File: src/rtl/alu_arbiter.sv
// alu_arbiter: round-robin sequencer sharing one registered 8-bit ALU among NREQ requesters.
// Define ALU_ARB_CARRY_CHAIN_EN to keep a per-requester carry/borrow for CADD/BSUB chains.
module alu_arbiter #(
    parameter int NREQ = 4,
    parameter int IDW  = $clog2(NREQ)
) (
    input  logic              clk,
    input  logic              rst,
    input  logic [NREQ-1:0]   req_valid,
    output logic [NREQ-1:0]   req_ready,
    input  logic [5*NREQ-1:0] req_opcode,
    input  logic [8*NREQ-1:0] req_a,
    input  logic [8*NREQ-1:0] req_b,
    output logic              rsp_valid,
    output logic [IDW-1:0]    rsp_id,
    output logic [7:0]        rsp_result,
    output logic [4:0]        rsp_flags,
    output logic              rsp_err,
    output logic [4:0]        alu_opcode,
    output logic [7:0]        alu_a,
    output logic [7:0]        alu_b,
    output logic              alu_enable,
    output logic              alu_input_ready,
    output logic              alu_carry_in,
    output logic              alu_borrow_in,
    input  logic [7:0]        alu_result,
    input  logic              alu_carry_out,
    input  logic              alu_borrow_out,
    input  logic              alu_zero,
    input  logic              alu_negative,
    input  logic              alu_overflow
);
    typedef enum logic [1:0] {IDLE, ISSUE, CAPTURE} state_t;
    state_t         state;
    logic [IDW-1:0] last_grant;
    logic [IDW-1:0] gid;
    logic [IDW-1:0] pick;
    logic [4:0]     op_q;
    logic [7:0]     a_q;
    logic [7:0]     b_q;
    logic           err_q;
    logic           pend;

    // Scan downward so the nearest requester after last_grant overwrites the rest.
    function automatic logic [IDW-1:0] rr_pick(input logic [NREQ-1:0] v, input logic [IDW-1:0] last);
        logic [IDW-1:0] p;
        p = last;
        for (int k = NREQ; k >= 1; k--)
            if (v[(int'(last) + k) % NREQ]) p = IDW'((int'(last) + k) % NREQ);
        return p;
    endfunction

    assign pick            = rr_pick(req_valid, last_grant);
    assign alu_input_ready = alu_enable;

    // The ALU output of the op enabled during CAPTURE lands one cycle later; pend marks that cycle.
    always_ff @(posedge clk) begin
        if (rst) begin
            state      <= IDLE;
            last_grant <= IDW'(NREQ - 1);
            gid        <= '0;
            op_q       <= '0;
            a_q        <= '0;
            b_q        <= '0;
            err_q      <= 1'b0;
            pend       <= 1'b0;
            req_ready  <= '0;
            rsp_valid  <= 1'b0;
            rsp_id     <= '0;
            rsp_result <= '0;
            rsp_flags  <= '0;
            rsp_err    <= 1'b0;
            alu_enable <= 1'b0;
            alu_opcode <= '0;
            alu_a      <= '0;
            alu_b      <= '0;
        end else begin
            req_ready  <= '0;
            alu_enable <= 1'b0;
            rsp_valid  <= pend;
            pend       <= 1'b0;
            if (pend) begin
                rsp_id     <= gid;
                rsp_result <= err_q ? 8'd0 : alu_result;
                rsp_flags  <= err_q ? 5'd0 : {alu_overflow, alu_negative, alu_zero, alu_borrow_out, alu_carry_out};
                rsp_err    <= err_q;
            end
            case (state)
                IDLE: begin
                    if (|req_valid) begin
                        state      <= ISSUE;
                        req_ready  <= NREQ'(1) << pick;
                        last_grant <= pick;
                        gid        <= pick;
                        op_q       <= req_opcode[5*pick +: 5];
                        a_q        <= req_a[8*pick +: 8];
                        b_q        <= req_b[8*pick +: 8];
                        err_q      <= req_opcode[5*pick +: 5] > 5'd19;
                    end
                end
                ISSUE: begin
                    state      <= CAPTURE;
                    alu_enable <= !err_q;
                    alu_opcode <= op_q;
                    alu_a      <= a_q;
                    alu_b      <= b_q;
                end
                CAPTURE: begin
                    state <= IDLE;
                    pend  <= 1'b1;
                end
                default: state <= IDLE;
            endcase
        end
    end

`ifdef ALU_ARB_CARRY_CHAIN_EN
    logic [NREQ-1:0] cflag;
    logic [NREQ-1:0] bflag;

    always_ff @(posedge clk) begin
        if (rst) begin
            cflag         <= '0;
            bflag         <= '0;
            alu_carry_in  <= 1'b0;
            alu_borrow_in <= 1'b0;
        end else begin
            alu_carry_in  <= (state == ISSUE) && cflag[gid];
            alu_borrow_in <= (state == ISSUE) && bflag[gid];
            if (pend && !err_q) begin
                cflag[gid] <= alu_carry_out;
                bflag[gid] <= alu_borrow_out;
            end
        end
    end
`else
    assign alu_carry_in  = 1'b0;
    assign alu_borrow_in = 1'b0;
`endif
endmodule

File: config.mk
export PLATFORM = sky130hd
export DESIGN_NAME = alu_arbiter
export DESIGN_NICKNAME = d
export VERILOG_FILES = /design/src/rtl/alu_arbiter.sv
export SDC_FILE = /design/constraint.sdc
export NUM_CORES = 1
export LEC_CHECK = 0
export CAP_MARGIN = 20
export CORE_ASPECT_RATIO = 0.8
export CORE_MARGIN = 4
export CORE_UTILIZATION = 25
export CTS_CLUSTER_DIAMETER = 40
export DETAILED_ROUTE_END_ITERATION = 12
export GPL_TIMING_DRIVEN = 0
export MAX_ROUTING_LAYER = met4
export PLACE_DENSITY = 0.62
export SLEW_MARGIN = 10
export SYNTH_ARGS = -nofsm -noshare
export SYNTH_HDL_FRONTEND = slang
export SYNTH_SLANG_ARGS = --single-unit
File: constraint.sdc
create_clock -name clk -period 2 [get_ports clk]
set_clock_uncertainty 0.15 [all_clocks]
set_input_delay 0.4 -clock clk [delete_from_list [all_inputs] [get_ports clk]]
set_output_delay 0.4 -clock clk [all_outputs]
set_load 0.02 [all_outputs]
## After elaboration in Yosys (flattened, before gate mapping)

Cells that the tools add are included.

- Bits in registers: 72
- Input bits: 103
- Output and inout port bits: 46
- Logic and storage cells: 73

- Add/subtract/negate cells: 4
- Multiply operators: 1
- Order comparisons: 5
- Equal/unequal tests: 3
- Shift operators: 4
- Mux-type cells: 21
- Bitwise logic cells: 7
- Reductions and logical operators: 10

Operators by type and width:

| kind | count |
|---|---|
| 32-bit by 6-bit variable part select with 8-bit output | 2 |
| 20-bit by 6-bit variable part select with 5-bit output | 1 |
| 3-bit by 4-bit less-than comparator with 1-bit output (second input constant) | 4 |
| 2-bit two-way mux | 5 |
| 2-bit OR reduction | 5 |
| 1-bit two-way mux | 9 |
| 1-bit binary-select mux with 2-bit select | 4 |
| 8-bit two-way mux | 1 |
| 5-bit > comparator (second input constant) | 1 |
| 3-bit by 2-bit multiplier with 5-bit output (first input constant) | 1 |
| 5-bit two-way mux | 1 |
| 2-bit by 1-bit adder with 2-bit output (second input constant) | 2 |
| 2-bit adder (second input constant) | 2 |
| 1-bit bitwise AND (first input constant) | 4 |
| 2-bit case mux with 2 select lines | 1 |
| 4-bit OR reduction | 1 |
| 1-bit by 2-bit << shifter with 4-bit output (first input constant) | 1 |
| 1-bit NOT | 3 |
| 3-bit OR reduction | 1 |
| 2-bit by 1-bit equality test with 1-bit output (second input constant) | 1 |
| 2-bit equality test (second input constant) | 1 |
| 2-bit logical NOT | 1 |
| 2-bit inequality test (second input constant) | 1 |
| 2-bit AND reduction | 1 |
| 1-bit logical NOT | 1 |

## Longest topological paths before layout

- Depth in word-level cells: 13
- Mapped depth: 7
- Mapped depth without buffers: 5

## Least setup slack after synthesis

OpenSTA, ideal clock, no wires.

- Path type: input to register
- From: input port req_valid[3]
- To: register a_q[0]
- Library setup time: 73 ps
- Data arrival time: 1,834 ps
- Data required time: 1,777 ps
- Path slack: -58 ps
- Stages: 7
- Buffers on the path: 2
- Cell sequence: nor2b_2 -> or3b_4 -> and2_4 -> or3_1 -> buf_6 -> buf_6 -> o211ai_2

- Word-level cells in the longest chain between the ends: 8
- Elaborated cells on any way between the ends: 19
- Those cells by class: 1 x shift; 16 x mux; 2 x reduce/logical

RTL lines:

| item | line | source |
|---|---|---|
| from (decl) | 9 | `input logic [NREQ-1:0] req_valid,` |
| 1-bit binary-select mux with 2-bit select | 49 | `if (v[(int'(last) + k) % NREQ]) p = IDW'((int'(last) + k) % NREQ);` |
| 1-bit two-way mux (not written as such) (2 in series) | 49 |  |
| 2-bit two-way mux (4 in series) | 49 |  |
| 32-bit by 6-bit variable part select with 8-bit output | 96 | `a_q <= req_a[8*pick +: 8];` |
| to (signal assigned) | 96 |  |
| to (decl) | 39 | `logic [7:0] a_q;` |

Several ways; a longest one is shown, not always the timed one. The select of a mux whose other input is x is not followed.
A chain may end at the register's enable or synchronous reset.

==> results.md <==
- Status: completed
- Worst VDD drop: slightly above 0.4 mV
- Largest net degree at the start of global routing: 16
- Leakage: ~2.1 nW
- Fin Hold WS: ~0.30 ns
- Post-synthesis compound-gate area fraction: between 20% and 30%
- Initial antenna violation count: 0
- Fin crit share: between 90% and 100%
- Worst Hold Path EP: alu_opcode[1]
- Slowest stage cell, crit path: clkdlybuf4s50_1
- DR WL/cell: 16.5 um
- CTS tree: built
- Die W: 139 um
- Post-synth cell types: 35
- Most frequent cells in the layout: clkdlybuf4s50_1 (142), dfxtp_1 (70), nand2_1 (67), a21oi_1 (36), nor2_1 (27)
- Die Ht: 113 um
- WL final: about 12000 um
- Max frequency: 0.516 GHz
- Synth warnings: 0
- Max cap viols: 0
- Worst relative slew slack: between 50% and 60%
- Worst-Margin Slew: about 0.6 ns
- Largest family of logic cells by synthesized area: compound AO/OA/AOI/OAI gates
- # rows: 37
- Nets@finish: ~660
- Post-route cell area: approximately 5500 um^2
- CP endpoint kind: flop
- Setup Viol. Count Final: 0
- Post-place setup slack: -0.879 ns
- Clock sinks: 72
- Unrepaired setup endpoints after global routing: true
- Post-DP HPWL: 9570 um
- Most common cell after layout, fill and taps aside: clkdlybuf4s50_1
- Mux share of post-synthesis cell area: about 7%
- Worst Path Arrival: 2.05 ns
- H-tree depth: 3
- Flops & latches, synth: between 70 and 80
- Placement Cell Area: approximately 5100 um^2
- Root buf cell: clkbuf_16
- Layout Cells excl Fill: about 740
- Worst hold start: alu_opcode[1]
- # diodes: 0
- Reg2reg setup slack: roughly 0.09 ns
- Synth Area in Simple Gates: 21.3%
- WS Path Type: in2reg
- First-pass GRT wire length: between 15000 and 20000 um
- Setup WS post-layout: roughly 0.063 ns
- Synth Area in Adders: 0%
- FF-to-FF path depth: 6
- Placer Congestion: roughly 0.84
- Clk slew on worst S/H paths: 0.06 ns
- Worst-Skew Late Latency: 0.34 ns
- TritonRoute pass-1 iters: 4
- Global route overflow: 0
- Cell area after synthesis: between 3000 and 4000 um^2
- CTS Buf Count: 9
- Number of flops mapped to enable cells by yosys: 0
- Cells after Synth: 397
- R2R Path End: b_q[4]
- Ys flop type: dfxtp_1
- Total GRT Usage: 15.7%
- Inst Count DP: slightly above 700
- Yosys top cell by area: dfxtp_1
- Post-route minimum period: roughly 1.9 ns
- Hold-fix buffers, CTS: 0
- Die ar.: 15600 um^2
- Top post-synthesis cells by area: dfxtp_1 (42%), nand2_1 (7.4%), mux2i_1 (7.0%)
- Largest stage delay on the critical path: roughly 0.48 ns
- Top-Level Pins: around 150
- Pwr Density: between 700 and 800 nW/um^2
- Final Hold Vio Count: 0
- Vias in the first global route: approximately 3500
- Min-Delay Path Depth: 2
- Slew Limit Fails: 0
- Avg Cell Area, Syn: approximately 8.6 um^2
- Final core occ: 42.0%
- Crit path cell chain: clkdlybuf4s50_1 -> nor4_2 -> nand3_2 -> clkbuf_2 -> a21o_1 -> o211ai_2
- Initial core utilization: a little over a quarter
- Port Buf Inserts: 146
- DRT antenna net count: 0
- DR vias/cell: between 4 and 5
- Clk buf depth: 2
- Drt initial violations: about 170
- Layout cell share with drive strength beyond 1: about 13%
- CORE AREA: 13100 um^2
- Sequential area share after synthesis: between 40% and 50%
- Synth Area in XOR/XNOR: 0%
- WP data required: between 2 and 2.5 ns
- CP startpoint kind: input port
- R2R Path Start: last_grant[0]
- Vias: 3510
- CP Max Fanout: 10
- Yosys top cell area share: a little over two fifths
- DR DRC count: 0
- Type of the worst min-delay path: reg2reg
- FFs w/ async S/R, synth: 0%
- Syn-to-layout area delta: 61.1%
state kept, by name, indices dropped and copies added, names as in the netlist:
name and flops:
alu_a 8, err_q 1, last_grant 2, rsp_flags 5, pend 1, req_ready 4
rsp_valid 1, state 2, alu_opcode 5, a_q 8, rsp_id 2, rsp_err 1
b_q 8, rsp_result 8, alu_enable 1, alu_b 8, gid 2, op_q 5
repair_timing:
| action | 4_1_cts | 5_1_grt |
|---|---|---|
| setup buffers | 2 | 2 |
| hold endpoints to repair | 0 | 0 |
| cloned | 0 | 0 |
| resized for setup | 19 | 23 |
| pin swaps | 2 | 7 |
| setup endpoints to repair | 28 | 24 |
metal layers:
layer  GRT usage [%]  routed length [um]
met1            20.0                5550
met2            23.2                5360
met5               -                   0
met4            3.85                 178
met3            6.26                1060
critical path: cells and delay by family:
| family | cells | cell delay, ns |
|---|---|---|
| AND/OR/NAND/NOR | 2 | 0.60 |
| AO/OA/AOI/OAI | 2 | 0.30 |
| buffers and inverters | 2 | 0.74 |
kinds of logic after synthesis:
kind of cell,Yosys count
AO/OA/AOI/OAI,112
buffers and inverters,36
flip-flops,72
multiplexers,24
other,1
AND/OR/NAND/NOR,152
worst max path at each step:
stage,startpoint,endpoint,slack (ns),cells past startpoint
3_5_place_dp,req_valid[0],a_q[2],-0.88,8
3_3_place_gp,req_valid[0],a_q[2],-0.81,8
2_1_floorplan,req_valid[3],a_q[3],0.02,7
6_report,rst,a_q[5],0.06,6
4_1_cts,req_valid[3],op_q[2],0.002,8
5_1_grt,rst,a_q[5],-0.07,6
metrics by stage:
step                total power, W  setup TNS (ns)
floorplan                  0.00227               0
global placement           0.00272          -22.70
detailed placement         0.00274          -24.49
CTS                        0.00435               0
global route               0.00454          -0.566
finish                     0.00431               0
area by class of cell:
class	count	area, um^2
plain buffers	35	199
clock buffers	9	225
clock inverters	7	60.1
fillers	1305	7590
multi-input cells	290	1860
flip-flops and latches	72	1450
well taps	175	219
repair buffers	150	1490
where the power goes:
group          total [W]  switching, W  internal, W
clock network    0.00154      0.000681     0.000861
logic            0.00111      0.000544     0.000562
registers        0.00166     0.0000884      0.00157
total            0.00431       0.00131      0.00300
cells in the mapped netlist (all sizes together), types with 3 or more instances:
cell type,n
o211ai,23
mux2i,24
o31ai,21
nand2,67
nor2b,18
a21oi,37
clkbuf,23
nor3,4
buf,13
nand4,21
dfxtp,72
nor2,27
o21ai,3
a21o,23
No activity file was read; power rests on OpenSTA's default activity.
==> patch 1, RTL diff (same flow settings) <==
Register the output `rsp_flags` once more, with the module's reset; this adds one clock of latency there. The other outputs are not delayed to match.
--- a/src/rtl/alu_arbiter.sv
+++ b/src/rtl/alu_arbiter.sv
@@ -33,2 +33,4 @@
     typedef enum logic [1:0] {IDLE, ISSUE, CAPTURE} state_t;
+
+    logic [4:0] rsp_flags_s0;
     state_t         state;
@@ -70,3 +72,3 @@
             rsp_result <= '0;
-            rsp_flags  <= '0;
+            rsp_flags_s0 <= '0;
             rsp_err    <= 1'b0;
@@ -84,3 +86,3 @@
                 rsp_result <= err_q ? 8'd0 : alu_result;
-                rsp_flags  <= err_q ? 5'd0 : {alu_overflow, alu_negative, alu_zero, alu_borrow_out, alu_carry_out};
+                rsp_flags_s0 <= err_q ? 5'd0 : {alu_overflow, alu_negative, alu_zero, alu_borrow_out, alu_carry_out};
                 rsp_err    <= err_q;
@@ -139,2 +141,10 @@
 `endif
+    always_ff @(posedge clk) begin
+        if (rst) begin
+            rsp_flags <= '0;
+        end else begin
+            rsp_flags <= rsp_flags_s0;
+        end
+    end
+
 endmodule
Function: no difference found for any inputs over 4 cycles, from zero or initial values and one cycle with rst high; that may be too few to reach the edited logic, so the function may still have changed.
==> patch 1 against the unedited design <==
- critical path depth grew 2
- synthesized area grew 4.0%
- wire length is 1.1% higher
- sequential cell count up 5
- die area rose by 3.7%
- combinational power rose by 5%
- setup slack worse by 0.019 ns
- maximum frequency decreased by 0.98%
- synthesized cell count up 2.8%
- power rose by 7.6%
- design area up 3.6%
- largest power group unchanged
==> patch 1: results (changes against the unedited design) <==
run status=finished clean; Via density=4.71 (-0.89%); Root Buffer=clkbuf_16; WL/cell=16.3 um (-0.65%); Mapped Cells=408 (+2.8%); initial antenna violation count=0 (unchanged); hpwl dp=9.61 mm (+0.38%); ys async rst share=0% (unchanged); Buffers on Ports=145 (-0.68%); first-pass GRT wire length=19.1 mm (+1.1%); CTS Buf Count=9 (unchanged); most common library cells after synthesis=dfxtp_1 (77), nand2_1 (67), a21oi_1 (37); Pre-Repair DR Iteration Count=4 (unchanged); switching part of the total power=27.8% (-2.7 points); Leakage=2.17 nW (+2.7%); Synth area leaders=dfxtp_1 (43%), nand2_1 (7.1%), mux2i_1 (6.8%); post-synthesis xor/xnor area fraction=0% (unchanged); Num Clock Sinks=77 (+6.9%); VDD IR-drop max=0.000419 V (+1.2%); worst min path class=flip-flop to flip-flop; initial DRC count=129 (-25%); pre-CTS WS=-0.890 ns (-0.0103 ns); layout cell share with drive strength beyond 1=12.8% (-0.18 points); vias in the first global route=3,681 (+5.0%); Seq/Total Area, Yosys=43.4% (+1.2 points); Adder-Cell Fraction of Synth Area=0% (unchanged); Antenna diodes=0 (unchanged); Max Buffers Root-to-Sink=2 (unchanged); clock latency on the worst-skew pair=0.33 ns; Yosys warnings=0 (unchanged); dpl cells=734 (+2.1%); gr usage total=15.6% (-0.077 points); GRT met3 Usage=5.09% (-1.2 points); post-synthesis mux area share=6.76% (-0.27 points); layout net count=670 (+1.4%); met2 Usage GRT=24.5% (+1.3 points); Layout Cells excl Fill=751 (+1.8%); Slew headroom=63.3% (+3.4 points); post-synth cell types=34 (-2.9%); gp weighted congestion=0.856 (+1.6%); largest net degree at the start of global routing=14 (-2); critical path peak fanout=10 (unchanged); # resized after CTS=20 (+1); crit path DAT=2.02 ns (-0.03 ns); compound-gate portion of the synthesized area=23.5% (-0.93 points); DP Area=0.00525 mm2 (+2.6%); H-tree Lvls=3 (unchanged); filler instances=1,392 (+6.7%); clock slew at reported path FFs=0.06 ns (about the same); setup bufs post-CTS=1 (-1); met1 Resource Use GR=19.5% (-0.54 points)
-- patch 1: kinds of logic after synthesis --
| kind of cell | count (synthesis) |
|---|---|
| simple gates | 157 |
| other cells | 1 |
| mux | 24 |
| buf+inv | 37 |
| flops | 77 |
| compound gates | 112 |
-- patch 1: power by group through the flow --
stage | combinational [mW] | sequential, mW | clock (mW)
2_1_floorplan | 0.557 | 1.81 | 0
3_3_place_gp | 1.04 | 1.79 | 0
3_5_place_dp | 1.05 | 1.79 | 0
4_1_cts | 1.08 | 1.76 | 1.77
5_1_grt | 1.25 | 1.78 | 1.83
6_report | 1.16 | 1.76 | 1.72
-- patch 1: layout make-up --
type	count	area, um2	area share [%]
tap	180	225	3.95
buffer	36	208	3.64
multi-input combinational	295	1920	33.6
timing repair buffer	148	1500	26.3
clock inverter	6	88.8	1.56
clock buffer	9	225	3.95
sequential	77	1540	27.1
-- patch 1: per-layer routing --
| metal | up-vias | wire, um |
|---|---|---|
| met4 | 0 | 142 |
| met1 | 1654 | 5700 |
| met2 | 110 | 5540 |
| met3 | 14 | 899 |
| met5 | - | 0 |
| li1 | 1762 | - |
-- patch 1: path summary, 6_finish.rpt --
check / from / to / slack, ns / depth (start not counted)
worst max-delay path: req_valid[1] / op_q[2] / 0.04 / 8
worst min-delay path: op_q[0] / alu_opcode[0] / 0.30 / 2
worst max register to register: last_grant[0] / b_q[5] / 0.11 / 6
worst min register to register: op_q[0] / alu_opcode[0] / 0.30 / 2
-- patch 1: critical path, cell delays in order --
cell           delay [ns]
dlygate4sd2_1        0.28
nor2b_1              0.16
o21a_1               0.25
nor3_4               0.24
buf_12               0.15
buf_8                0.16
mux2i_2              0.27
o211ai_2             0.11
==> patch 2, RTL diff (same settings) <==
Made on the original files. Change the parameter `NREQ` from 4 to 16.
--- a/src/rtl/alu_arbiter.sv
+++ b/src/rtl/alu_arbiter.sv
@@ -3,3 +3,3 @@
 module alu_arbiter #(
-    parameter int NREQ = 4,
+    parameter int NREQ = 16,
     parameter int IDW  = $clog2(NREQ)
Ports: changed (6 resized); port bits go from 149 to 427. No check against the original RTL was run, so the function may have changed too.
==> patch 2 against the unedited design <==
- the run now ends with negative setup slack left
- synthesized area is 150% higher
- design area grew to 3.0 times the old value
- sequential cell count increased by 18
- largest cell class unchanged
- setup slack worse by 3.0 ns
- via count grew to 3.0 times the old value
- critical endpoint is now err_q
- utilization rose by 6.9 points
- sequential share of layout area decreased by 15 points
- first-iteration DRC count rose to 4.9 times the old value
- wire length grew to 4.0 times the old value
Power is left out: the tool's default activity adds up to more than one toggle a clock period on the data nets, which glitch-free logic cannot reach.
==> patch 2: results (changes against the unedited design) <==
run status=finished, violations left; failing checks=negative setup slack; Worst path slowest cell=a2111o_1; layout net count=1,934 (+190%); Worst Slack Setup Final=-2.89 ns (-2.96 ns); layout cell share with drive strength beyond 1=30.4% (+17 points); number of setup violations in the final report=47 (+47); setup TNS=-117.86 ns (-117.86 ns); most common library cells after synthesis=nor2_1 (131), mux2i_1 (124), nand2_1 (109); initial DRC count=848 (+390%); largest net degree at the start of global routing=16 (unchanged); critical path peak fanout=10 (unchanged); hpwl dp=37.7 mm (+290%); WL/cell=24.5 um (+49%); Pre-Repair DR Iteration Count=5 (+1); H-tree Lvls=3 (unchanged); Seq/Total Area, Yosys=21.2% (-21 points); vias in the first global route=10.3k (+190%); post-synth cell types=66 (+89%); ys async rst share=0% (unchanged); Via density=5.30 (+11%); CP top delay family=compound AO/OA/AOI/OAI gates; compound-gate portion of the synthesized area=20.1% (-4.3 points); Max Buffers Root-to-Sink=2 (unchanged); gp weighted congestion=0.934 (+11%); first-pass GRT wire length=68.4 mm (+260%); initial antenna violation count=2 (+2); worst min path class=flip-flop to flip-flop; Worst Hold Slack=0.289 ns (-0.0149 ns); Root Buffer=clkbuf_16; register name with the most flops=req_ready; max reg flops=16; Synth area leaders=dfxtp_1 (21%), mux2i_1 (15%), mux2_2 (9.4%); Yosys warnings=0 (unchanged); Buffers on Ports=424 (+190%); gr usage total=25.2% (+9.5 points); post-synthesis mux area share=32.3% (+25 points); clock latency on the worst-skew pair=0.34 ns (about the same); clock slew at reported path FFs=0.07 ns; Slew headroom=25.1% (-35 points); CTS Buf Count=9 (unchanged); post-synthesis xor/xnor area fraction=1.62% (+1.6 points); crit path DAT=4.97 ns (+2.92 ns); max incr delay on CP=0.40 ns (-0.08 ns); Adder-Cell Fraction of Synth Area=1.03% (+1.0 points)
## patch 2: cell types whose count changed after synthesis, moves of 42 or more
cell     delta
mux2_2     +71
nor2_1    +104
mux2i_1   +100
nand2_1    +42
a21oi_1    +71
## patch 2: final timing paths
kind / start / to / cells past startpoint
max reg2reg: last_grant[0] / err_q / 18
max: last_grant[0] / err_q / 18
min reg2reg: op_q[4] / op_q[4] / 2
min: op_q[4] / op_q[4] / 2
## patch 2: timing repair
item                                    CTS  global route
endpoints found under the setup margin   47            49
setup buffers                            67            25
gates cloned                              9             0
hold endpoints to repair                  0             0
resized for setup                       263           134
pin swaps                                52            43
## patch 2: kinds of logic after synthesis
group | after synthesis
muxes | 229
other | 1
AOI/OAI and AO/OA | 257
adders and majority gates | 7
and+or+nand+nor | 323
buffers and inverters | 111
DFF | 90
xor gates and xnor gates | 14
## patch 2: cell type report
type	count	area [um2]
Fill cell	3244	17200
Antenna cell	1	2.50
Tap cell	434	543
Inverter	24	114
Buffer	79	963
Sequential cell	90	1810
Timing Repair Buffer	524	5360
Multi-Input combinational cell	832	7330
Clock inverter	6	87.6
Clock buffer	10	239
## patch 2: per-stage QoR
stage / utilization [%] / worst slack, ns / instances / cell area, um2
3_5_place_dp: 40.2 / -4.14 / 1891 / 13500
4_1_cts: 46.7 / -2.76 / 1976 / 15700
2_1_floorplan: - / -2.48 / 1033 / 8730
3_3_place_gp: 40.2 / -4.10 / 1891 / 13500
6_report: 48.9 / -2.89 / 2000 / 16500
5_1_grt: 48.9 / -2.95 / 2000 / 16500
## patch 2: metal layers
layer	vias to the layer above	track usage [%]	part of all wire, %	routed length [um]
met4	0	6.56	2.3	1140
met2	571	37.8	44	21700
li1	4841	-	-	-
met5	-	-	0	0
met3	52	4.37	8.2	3990
met1	5134	35.2	45	22100
